File: config.mk
export PLATFORM = sky130hd
export DESIGN_NAME = layer_compositor
export DESIGN_NICKNAME = d
export VERILOG_FILES = /design/src/rtl/layer_compositor.sv
export SDC_FILE = /design/constraint.sdc
export NUM_CORES = 1
export LEC_CHECK = 0
export ABC_AREA = 1
export CAP_MARGIN = 10
export CORE_ASPECT_RATIO = 1.75
export CORE_MARGIN = 10
export CORE_UTILIZATION = 50
export DETAILED_ROUTE_END_ITERATION = 8
export PLACE_DENSITY = 0.79
export SYNTH_ARGS = -nofsm -noshare
export SYNTH_HDL_FRONTEND = slang
export SYNTH_SLANG_ARGS = --single-unit
File: constraint.sdc
create_clock -name clk_25_175 -period 2.2 [get_ports clk_25_175]
set_input_delay 0.33 -clock clk_25_175 [delete_from_list [all_inputs] [get_ports clk_25_175]]
set_output_delay 0.33 -clock clk_25_175 [all_outputs]
set_load 0.01 [all_outputs]
File: src/rtl/layer_compositor.sv
// -----------------------------------------------------------------------------
// layer_compositor
//   Composites N_LAYERS pixel streams into one pixel stream for VGAcore.
//   Each layer has a programmable window, an enable and a colour key, and the
//   lowest layer index has the highest priority. A background colour is shown
//   where no layer hits. Configuration is written into a shadow set and copied
//   to the active set on frame_start, so window moves never tear mid-frame.
//
// Ports:
//   clk_25_175   pixel clock
//   reset        asynchronous, active-low reset
//   hreadwire    current pixel column
//   vreadwire    current pixel row
//   frame_start  one-cycle commit strobe at start of vertical blanking
//   layer_pix    layer i colour at bits [i*COLOR_W +: COLOR_W]
//   cfg_we       shadow register write strobe
//   cfg_layer    target layer index
//   cfg_field    0 hstart, 1 hend, 2 vstart, 3 vend, 4 enable, 5 key_en,
//                6 key colour, 7 background (cfg_layer ignored)
//   cfg_data     write data; coordinates use the low COORD_W bits
//   cfg_pending  shadow differs from active; a commit is outstanding
//   pixstream    composited pixel, two cycles after the coordinates
//   pix_layer    winning layer; N_LAYERS = background; 7 = blanked
// -----------------------------------------------------------------------------
module layer_compositor #(
  parameter int                 N_LAYERS   = 4,
  parameter int                 COLOR_W    = 12,
  parameter int                 COORD_W    = 10,
  parameter int                 H_ACTIVE   = 640,
  parameter int                 V_ACTIVE   = 480,
  parameter logic [COLOR_W-1:0] BG_DEFAULT = 12'h333
) (
  input  logic                          clk_25_175,
  input  logic                          reset,
  input  logic [COORD_W-1:0]            hreadwire,
  input  logic [COORD_W-1:0]            vreadwire,
  input  logic                          frame_start,
  input  logic [N_LAYERS*COLOR_W-1:0]   layer_pix,
  input  logic                          cfg_we,
  input  logic [2:0]                    cfg_layer,
  input  logic [2:0]                    cfg_field,
  input  logic [COLOR_W-1:0]            cfg_data,
  output logic                          cfg_pending,
  output logic [COLOR_W-1:0]            pixstream,
  output logic [2:0]                    pix_layer
);

  // With N_LAYERS = 8 the background code wraps to 0 in the 3-bit field;
  // callers using eight layers must rely on pixstream alone.
  localparam logic [2:0]         BG_IDX    = 3'(N_LAYERS);
  localparam logic [2:0]         BLANK_IDX = 3'd7;
  localparam logic [COORD_W-1:0] H_MAX     = COORD_W'(H_ACTIVE);
  localparam logic [COORD_W-1:0] V_MAX     = COORD_W'(V_ACTIVE);

  typedef struct packed {
    logic               en;
    logic               key_en;
    logic [COLOR_W-1:0] key;
    logic [COORD_W-1:0] hs;
    logic [COORD_W-1:0] he;
    logic [COORD_W-1:0] vs;
    logic [COORD_W-1:0] ve;
  } layer_cfg_t;

  localparam layer_cfg_t CFG_RESET = '{
    en:     1'b0,
    key_en: 1'b0,
    key:    {COLOR_W{1'b0}},
    hs:     {COORD_W{1'b0}},
    he:     H_MAX,
    vs:     {COORD_W{1'b0}},
    ve:     V_MAX
  };

  // Window test is end-exclusive, so start >= end never hits; a pixel equal
  // to the key colour lets the next layer show through.
  function automatic logic layer_hit(input layer_cfg_t c,
                                     input logic [COORD_W-1:0] h,
                                     input logic [COORD_W-1:0] v,
                                     input logic [COLOR_W-1:0] pix);
    return c.en & (h >= c.hs) & (h < c.he) & (v >= c.vs) & (v < c.ve)
           & ~(c.key_en & (pix == c.key));
  endfunction

  layer_cfg_t                  shadow_q [N_LAYERS];
  layer_cfg_t                  shadow_d [N_LAYERS];
  layer_cfg_t                  active_q [N_LAYERS];
  layer_cfg_t                  active_d [N_LAYERS];
  logic [COLOR_W-1:0]          bg_shadow_q, bg_shadow_d;
  logic [COLOR_W-1:0]          bg_active_q, bg_active_d;
  logic                        pending_q, pending_d;
  logic                        wr_accept_s;

  logic [N_LAYERS-1:0]         hit_q, hit_d;
  logic [N_LAYERS*COLOR_W-1:0] pix1_q, pix1_d;
  logic [COLOR_W-1:0]          bg1_q, bg1_d;
  logic                        vis_q, vis_d;
  logic [COLOR_W-1:0]          pixstream_q, pixstream_d;
  logic [2:0]                  pix_layer_q, pix_layer_d;

  // Shadow register writes; layer-indexed fields aimed past the last layer are dropped.
  always_comb begin
    shadow_d    = shadow_q;
    bg_shadow_d = bg_shadow_q;
    wr_accept_s = 1'b0;
    if (cfg_we && (cfg_field == 3'd7)) begin
      bg_shadow_d = cfg_data;
      wr_accept_s = 1'b1;
    end else if (cfg_we) begin
      for (int i = 0; i < N_LAYERS; i++) begin
        if (cfg_layer == 3'(i)) begin
          wr_accept_s = 1'b1;
          case (cfg_field)
            3'd0:    shadow_d[i].hs     = cfg_data[COORD_W-1:0];
            3'd1:    shadow_d[i].he     = cfg_data[COORD_W-1:0];
            3'd2:    shadow_d[i].vs     = cfg_data[COORD_W-1:0];
            3'd3:    shadow_d[i].ve     = cfg_data[COORD_W-1:0];
            3'd4:    shadow_d[i].en     = cfg_data[0];
            3'd5:    shadow_d[i].key_en = cfg_data[0];
            3'd6:    shadow_d[i].key    = cfg_data;
            default: shadow_d[i]        = shadow_q[i];
          endcase
        end else begin
          shadow_d[i] = shadow_q[i];
        end
      end
    end else begin
      wr_accept_s = 1'b0;
    end
  end

  // Commit copies the pre-write shadow, so a same-cycle write stays pending.
  always_comb begin
    if (frame_start) begin
      active_d    = shadow_q;
      bg_active_d = bg_shadow_q;
      pending_d   = wr_accept_s;
    end else begin
      active_d    = active_q;
      bg_active_d = bg_active_q;
      pending_d   = pending_q | wr_accept_s;
    end
  end

  // Stage 1: per-layer hit flags from the active set, plus the data stage 2 needs.
  always_comb begin
    for (int i = 0; i < N_LAYERS; i++) begin
      hit_d[i] = layer_hit(active_q[i], hreadwire, vreadwire,
                           layer_pix[i*COLOR_W +: COLOR_W]);
    end
    pix1_d = layer_pix;
    bg1_d  = bg_active_q;
    vis_d  = (hreadwire < H_MAX) & (vreadwire < V_MAX);
  end

  // Stage 2: priority select; scanning downwards lets the lowest hit index win.
  always_comb begin
    pixstream_d = {COLOR_W{1'b0}};
    pix_layer_d = BLANK_IDX;
    if (vis_q) begin
      pixstream_d = bg1_q;
      pix_layer_d = BG_IDX;
      for (int i = N_LAYERS - 1; i >= 0; i--) begin
        if (hit_q[i]) begin
          pixstream_d = pix1_q[i*COLOR_W +: COLOR_W];
          pix_layer_d = 3'(i);
        end else begin
          pixstream_d = pixstream_d;
          pix_layer_d = pix_layer_d;
        end
      end
    end else begin
      pixstream_d = {COLOR_W{1'b0}};
      pix_layer_d = BLANK_IDX;
    end
  end

  // Configuration state: shadow, active and pending flag.
  always_ff @(posedge clk_25_175 or negedge reset) begin
    if (!reset) begin
      for (int i = 0; i < N_LAYERS; i++) begin
        shadow_q[i] <= CFG_RESET;
        active_q[i] <= CFG_RESET;
      end
      bg_shadow_q <= BG_DEFAULT;
      bg_active_q <= BG_DEFAULT;
      pending_q   <= 1'b0;
    end else begin
      for (int i = 0; i < N_LAYERS; i++) begin
        shadow_q[i] <= shadow_d[i];
        active_q[i] <= active_d[i];
      end
      bg_shadow_q <= bg_shadow_d;
      bg_active_q <= bg_active_d;
      pending_q   <= pending_d;
    end
  end

  // Pixel pipeline; reset blanks the outputs immediately.
  always_ff @(posedge clk_25_175 or negedge reset) begin
    if (!reset) begin
      hit_q       <= {N_LAYERS{1'b0}};
      pix1_q      <= {(N_LAYERS*COLOR_W){1'b0}};
      bg1_q       <= {COLOR_W{1'b0}};
      vis_q       <= 1'b0;
      pixstream_q <= {COLOR_W{1'b0}};
      pix_layer_q <= BLANK_IDX;
    end else begin
      hit_q       <= hit_d;
      pix1_q      <= pix1_d;
      bg1_q       <= bg1_d;
      vis_q       <= vis_d;
      pixstream_q <= pixstream_d;
      pix_layer_q <= pix_layer_d;
    end
  end

  assign cfg_pending = pending_q;
  assign pixstream   = pixstream_q;
  assign pix_layer   = pix_layer_q;

endmodule

# Word-level counts from Yosys, hierarchy flattened
# Cells that the tools add are included.
op_classes:
  magnitude_cmp: 18
  n_eq_ne: 14
  n_mux: 17
  bitwise: 31
  reduce_logical: 31
ops:
  columns: ["operator", "count"]
  rows:
  - ["4-bit AND reduction", 28]
  - ["10-bit >= comparator", 8]
  - ["10-bit less-than comparator", 8]
  - ["12-bit two-way mux", 5]
  - ["12-bit == test", 4]
  - ["1-bit bitwise AND", 25]
  - ["3-bit two-way mux", 5]
  - ["3-bit by 2-bit == test with 1-bit output (second input constant)", 4]
  - ["3-bit == test (second input constant)", 4]
  - ["10-bit less-than comparator (second input constant)", 1]
  - ["10-bit by 9-bit less-than comparator with 1-bit output (second input constant)", 1]
  - ["1-bit two-way mux", 7]
  - ["3-bit by 1-bit == test with 1-bit output (second input constant)", 2]
  - ["3-bit logical NOT", 2]
  - ["1-bit inverter", 5]
  - ["1-bit logical AND", 1]
  - ["1-bit OR", 1]
word_totals:
  reg_bits: 537
  in_bits: 90
  output_inout_bits: 16
  wordCells: 176

# Logic depth before layout (Yosys ltp)
depth:
  depth_word: 9
  mapped_depth: 11
  mapped_depth_nobuf: 11

# Least setup slack after synthesis
# Ideal clock, no wire load.
synth_path:
  path_type: "register to register"
  from: "reg active_q[62] in the netlist's numbering"
  to: "reg hit_q[2]"
  arrival_ns: 1.315
  required_ns: 2.086
  slack_ns: 0.771
  stages_incl_launch_ff: 10
  path_buffers: 0
  path_cell_list: "dfstp_2 > inv_1 > ha_1 > nand2_1 > nor2_1 > inv_1 > nor3_1 > nor2_1 > nand3_1 > nor2_1"
synth_between:
  elab_chain_len: 3
synth_rtl:
  columns: ["element", "line_no", "source"]
  rows:
  - ["from (decl)", "87", "layer_cfg_t active_q [N_LAYERS];"]
  - ["from (signal, indexed assignment)", "191", "active_q[i] <= active_d[i];"]
  - ["10-bit less-than comparator", "81", "return c.en & (h >= c.hs) & (h < c.he) & (v >= c.vs) & (v < c.ve)"]
  - ["1-bit bitwise AND", "81", null]
  - ["1-bit bitwise AND", "82", "& ~(c.key_en & (pix == c.key));"]
  - ["net hit_d[2]", "94", "logic [N_LAYERS-1:0] hit_q, hit_d;"]
  - ["to (signal assigned)", "202", "hit_q <= {N_LAYERS{1'b0}};"]
  - ["to (signal assigned)", "209", "hit_q <= hit_d;"]
  - ["to (decl)", "94", null]
# The timed path passes the listed nets, and every way through them passes these cells.
# A chain may end at the register's enable or synchronous reset.

# Worst setup path after layout
layout_path:
  from: "reg pix_layer_q[2] (netlist: pix_layer[2])"
  to: "out pix_layer[2]"
layout_rtl:
  columns: ["element", "line_no", "source"]
  rows:
  - ["from (decl)", "99", "logic [2:0] pix_layer_q, pix_layer_d;"]
  - ["from (signal assigned)", "214", "pix_layer_q <= pix_layer_d;"]
  - ["to (decl)", "45", "output logic [2:0] pix_layer"]
# No word-level cell between the ends.

==> metrics.txt <==
post-CTS setup buffers 0; reported leakage power 13.1 nW; vias in the first global route 18600; final period demand of the worst path 1.97 ns; maximum root-to-sink buffer count 3; fraction of the cycle the final worst path needs 89.6%; number of hold violations in the final report 0; depth of the most critical reg-to-reg path 6; longest individual stage delay on the worst path 0.54 ns; number of primary I/O pins 106; Final Setup Violations 0; average vias per placed instance 5.46; start point of the critical path pix_layer[2]$_DFF_PN1_; Detail Route Antenna Nets 0; cells along the critical path clkdlybuf4s50_1; total CTS buffers 48; internal reg-to-reg setup slack 0.25 ns; routed length per placed instance 18.9 µm; number of max-slew violations in the final report 0; sum of overflow across all layers after global routing 0; top cell type's share of synthesized area 49.3%; switching part of the total 27.3%; category of the most critical setup path flop to primary output; Worst Setup Slack, final 0.229 ns; critical register-to-register path startpoint hit_q[2]$_DFF_PN0_; First-pass DRT Iterations 8; Clock power frac 35.6%; dominant register cell in the synthesized netlist sky130_fd_sc_hd__dfrtp_1; Max stage delay cell, worst path sky130_fd_sc_hd__clkdlybuf4s50_1; list of most frequent post-synthesis cells sky130_fd_sc_hd__nand2_1, sky130_fd_sc_hd__dfrtp_1, sky130_fd_sc_hd__o21ai_0; number of antenna violations at the first check in global routing 0; height of the die 310 µm; worst hold start frame_start; root buf cell sky130_fd_sc_hd__clkbuf_16; xor-xnor portion of the synthesized cell area 0.618%; Synth area leaders sky130_fd_sc_hd__dfrtp_1, sky130_fd_sc_hd__nand2_1, sky130_fd_sc_hd__ha_1; Syn. warnings 0; synthesized netlist cell count 2509; Internal Pwr Total 17.6 mW; later-pin clock latency in the skew report 0.58 ns; number of levels the H-tree was split into 2; combinational family with the most area after synthesis simple AND/OR/NAND/NOR gates; Critical Path Stages 1; highest net fanout along the worst path 1; WP data arrival 1.64 ns; critical path startpoint category flop; worst-case vdd ir drop 642 µV; HPWL after DPL 43000 µm; Worst path top cell family by delay buffers and inverters; post-synth cell types 39; outcome completed; number of sinks driven by the clock tree 537; setup repair after global routing missed its margin false; antenna cells 0; post-synthesis async set-or-reset flop share 100%; net load switching power 6.59 mW; ratio of total power to cell area 866 nW/µm²; number of enable flip-flop cells after synthesis 0; share of layout cells above drive strength 1 12.2%; Placeable Area 47700 µm²; largest net degree at the start of global routing 79; slew margin rel. 31.5%; reg-to-reg critical path endpoint pixstream[4]$_DFF_PN0_; initial cell density of the core 50.4%; transition time at the pin with the least slew margin 1.02 ns; wire length of the first global-routing pass 99300 µm; mux contribution to synthesized area 2.48%; die outline width 186 µm; Mean Syn Cell Area 9.60 µm²; most common cell in the synthesized netlist sky130_fd_sc_hd__nand2_1; global-route usage over all layers 21.9%; DP Cell Count 3176; total nets after synthesis 2751; Layout Cells excl Fill 3266; post-synthesis adder-cell area fraction 7.90%; drt drc 0; power share of the combinational group 15.5%; Die Area 57700 µm²; Sequential Power Share 48.9%; sort of element at the end of the critical path primary output; area growth from synthesis to layout 15.8%; Compound-Gate Fraction of Synth Area 12.1%; worst setup path end pix_layer[2]; CTS tree done; highest clock rate 507 MHz; Setup Slack @ Placement -0.0376 ns; Post-Layout Inst Area 27900 µm²; Buffers & Inverters on Critical Path 1; Post-Route Skew 0.0223 ns; wire length after detailed routing 61800 µm; post-synthesis share of cell area spent on and, or, nand and nor gates 14.2%; std cell rows 106; drt first-iter violations 1373; power consumption 24.2 mW; number of flip-flops and latches in the synthesized netlist 537; type of the most critical hold path primary input to flop; cell area after synthesis 24100 µm²; Max-Cap Viols 0; final layout net count 2875; leading area contributor after synthesis sky130_fd_sc_hd__dfrtp_1; endpoint required time on the critical path 1.87 ns; final core occ 58.4%; Seq/Total Area, Yosys 56.1%; area after detailed placement 26300 µm²; total number of vias 17800; Clock transition at path regs 0.07 ns; Port Buffer Count 105; Placer Congestion 0.899
## final cells by class
| cell class | instances | area, µm² |
|---|---|---|
| fill | 3847 | 19900 |
| multi-input combinational | 1592 | 8980 |
| clock inverter | 19 | 229 |
| sequential | 537 | 13500 |
| timing repair buffer | 192 | 2050 |
| clock buffer | 70 | 1370 |
| inverter | 262 | 983 |
| tap | 594 | 743 |
## placed cells by master, fill, tap and decap left out, types with 29 or more instances in the layout
master and count:
sky130_fd_sc_hd__nand2_1 633, sky130_fd_sc_hd__dfrtp_1 474, sky130_fd_sc_hd__o21ai_0 299, sky130_fd_sc_hd__inv_1 260, sky130_fd_sc_hd__ha_1 152, sky130_fd_sc_hd__nor2_1 114, sky130_fd_sc_hd__clkdlybuf4s50_1 103, sky130_fd_sc_hd__o21ai_1 99
sky130_fd_sc_hd__dfstp_2 63, sky130_fd_sc_hd__a21oi_1 62, sky130_fd_sc_hd__buf_4 59, sky130_fd_sc_hd__mux2_2 53, sky130_fd_sc_hd__clkbuf_16 48, sky130_fd_sc_hd__nand4_1 33, sky130_fd_sc_hd__nand3_1 29
## layer usage
metal	up-vias	track usage, %	part of all wire [%]
met2	525	40.1	53
met1	8771	24.3	37
met5	-	0	0
met4	0	10.7	4.9
li1	8385	-	-
met3	157	2.85	4.6
## flip-flops by register name, indices dropped and copies added (netlist names), 3 cells and up
signal	cells
hit_q	4
pix1_q	48
bg1_d	12
bg_shadow_q	12
active_q	216
pix_layer	3
bg1_q	12
shadow_q	216
pixstream	12
## how the worst min path moves through the flow
stage,endpoint,slack [ns],cells past startpoint
floorplan,active_q[0]$_DFFE_PN0P_,0.03,0
global placement,active_q[195]$_DFFE_PN0P_,0.31,1
detailed placement,active_q[195]$_DFFE_PN0P_,0.31,1
CTS,active_q[11]$_DFFE_PN0P_,0.16,3
global route,active_q[11]$_DFFE_PN0P_,0.22,3
finish,active_q[126]$_DFFE_PN0P_,0.19,3
## power by group through the flow
stage | Combinational, mW | Clock (mW) | Sequential, mW
after CTS | 3.77 | 8.70 | 11.8
after global placement | 3.50 | 0 | 11.9
after floorplan | 2.30 | 0 | 11.8
after detailed placement | 3.71 | 0 | 12.0
after global routing | 4.29 | 9.07 | 11.9
final | 3.75 | 8.61 | 11.8
## logic make-up (layout without fill, tap and decap cells)
| kind of cell | after synthesis | in the layout |
|---|---|---|
| AOI/OAI and AO/OA | 538 | 538 |
| and+or+nand+nor | 832 | 832 |
| muxes | 53 | 53 |
| buffers and inverters | 380 | 543 |
| DFF | 537 | 537 |
| adders and majority gates | 152 | 152 |
| xor gates and xnor gates | 17 | 17 |
## stage by stage
step / setup TNS (ns) / hold slack (ns)
global route: 0 / 0.220
global placement: -0.116 / 0.306
finish: 0 / 0.187
CTS: 0 / 0.163
floorplan: 0 / 0.0344
detailed placement: -0.107 / 0.308
## what timing repair did
item / in CTS / in global routing
gates resized for setup: 0 / 0
hold buffers: 1 / 0
hold endpoints to repair: 33 / 0
Power figures use the tool's default switching activity.
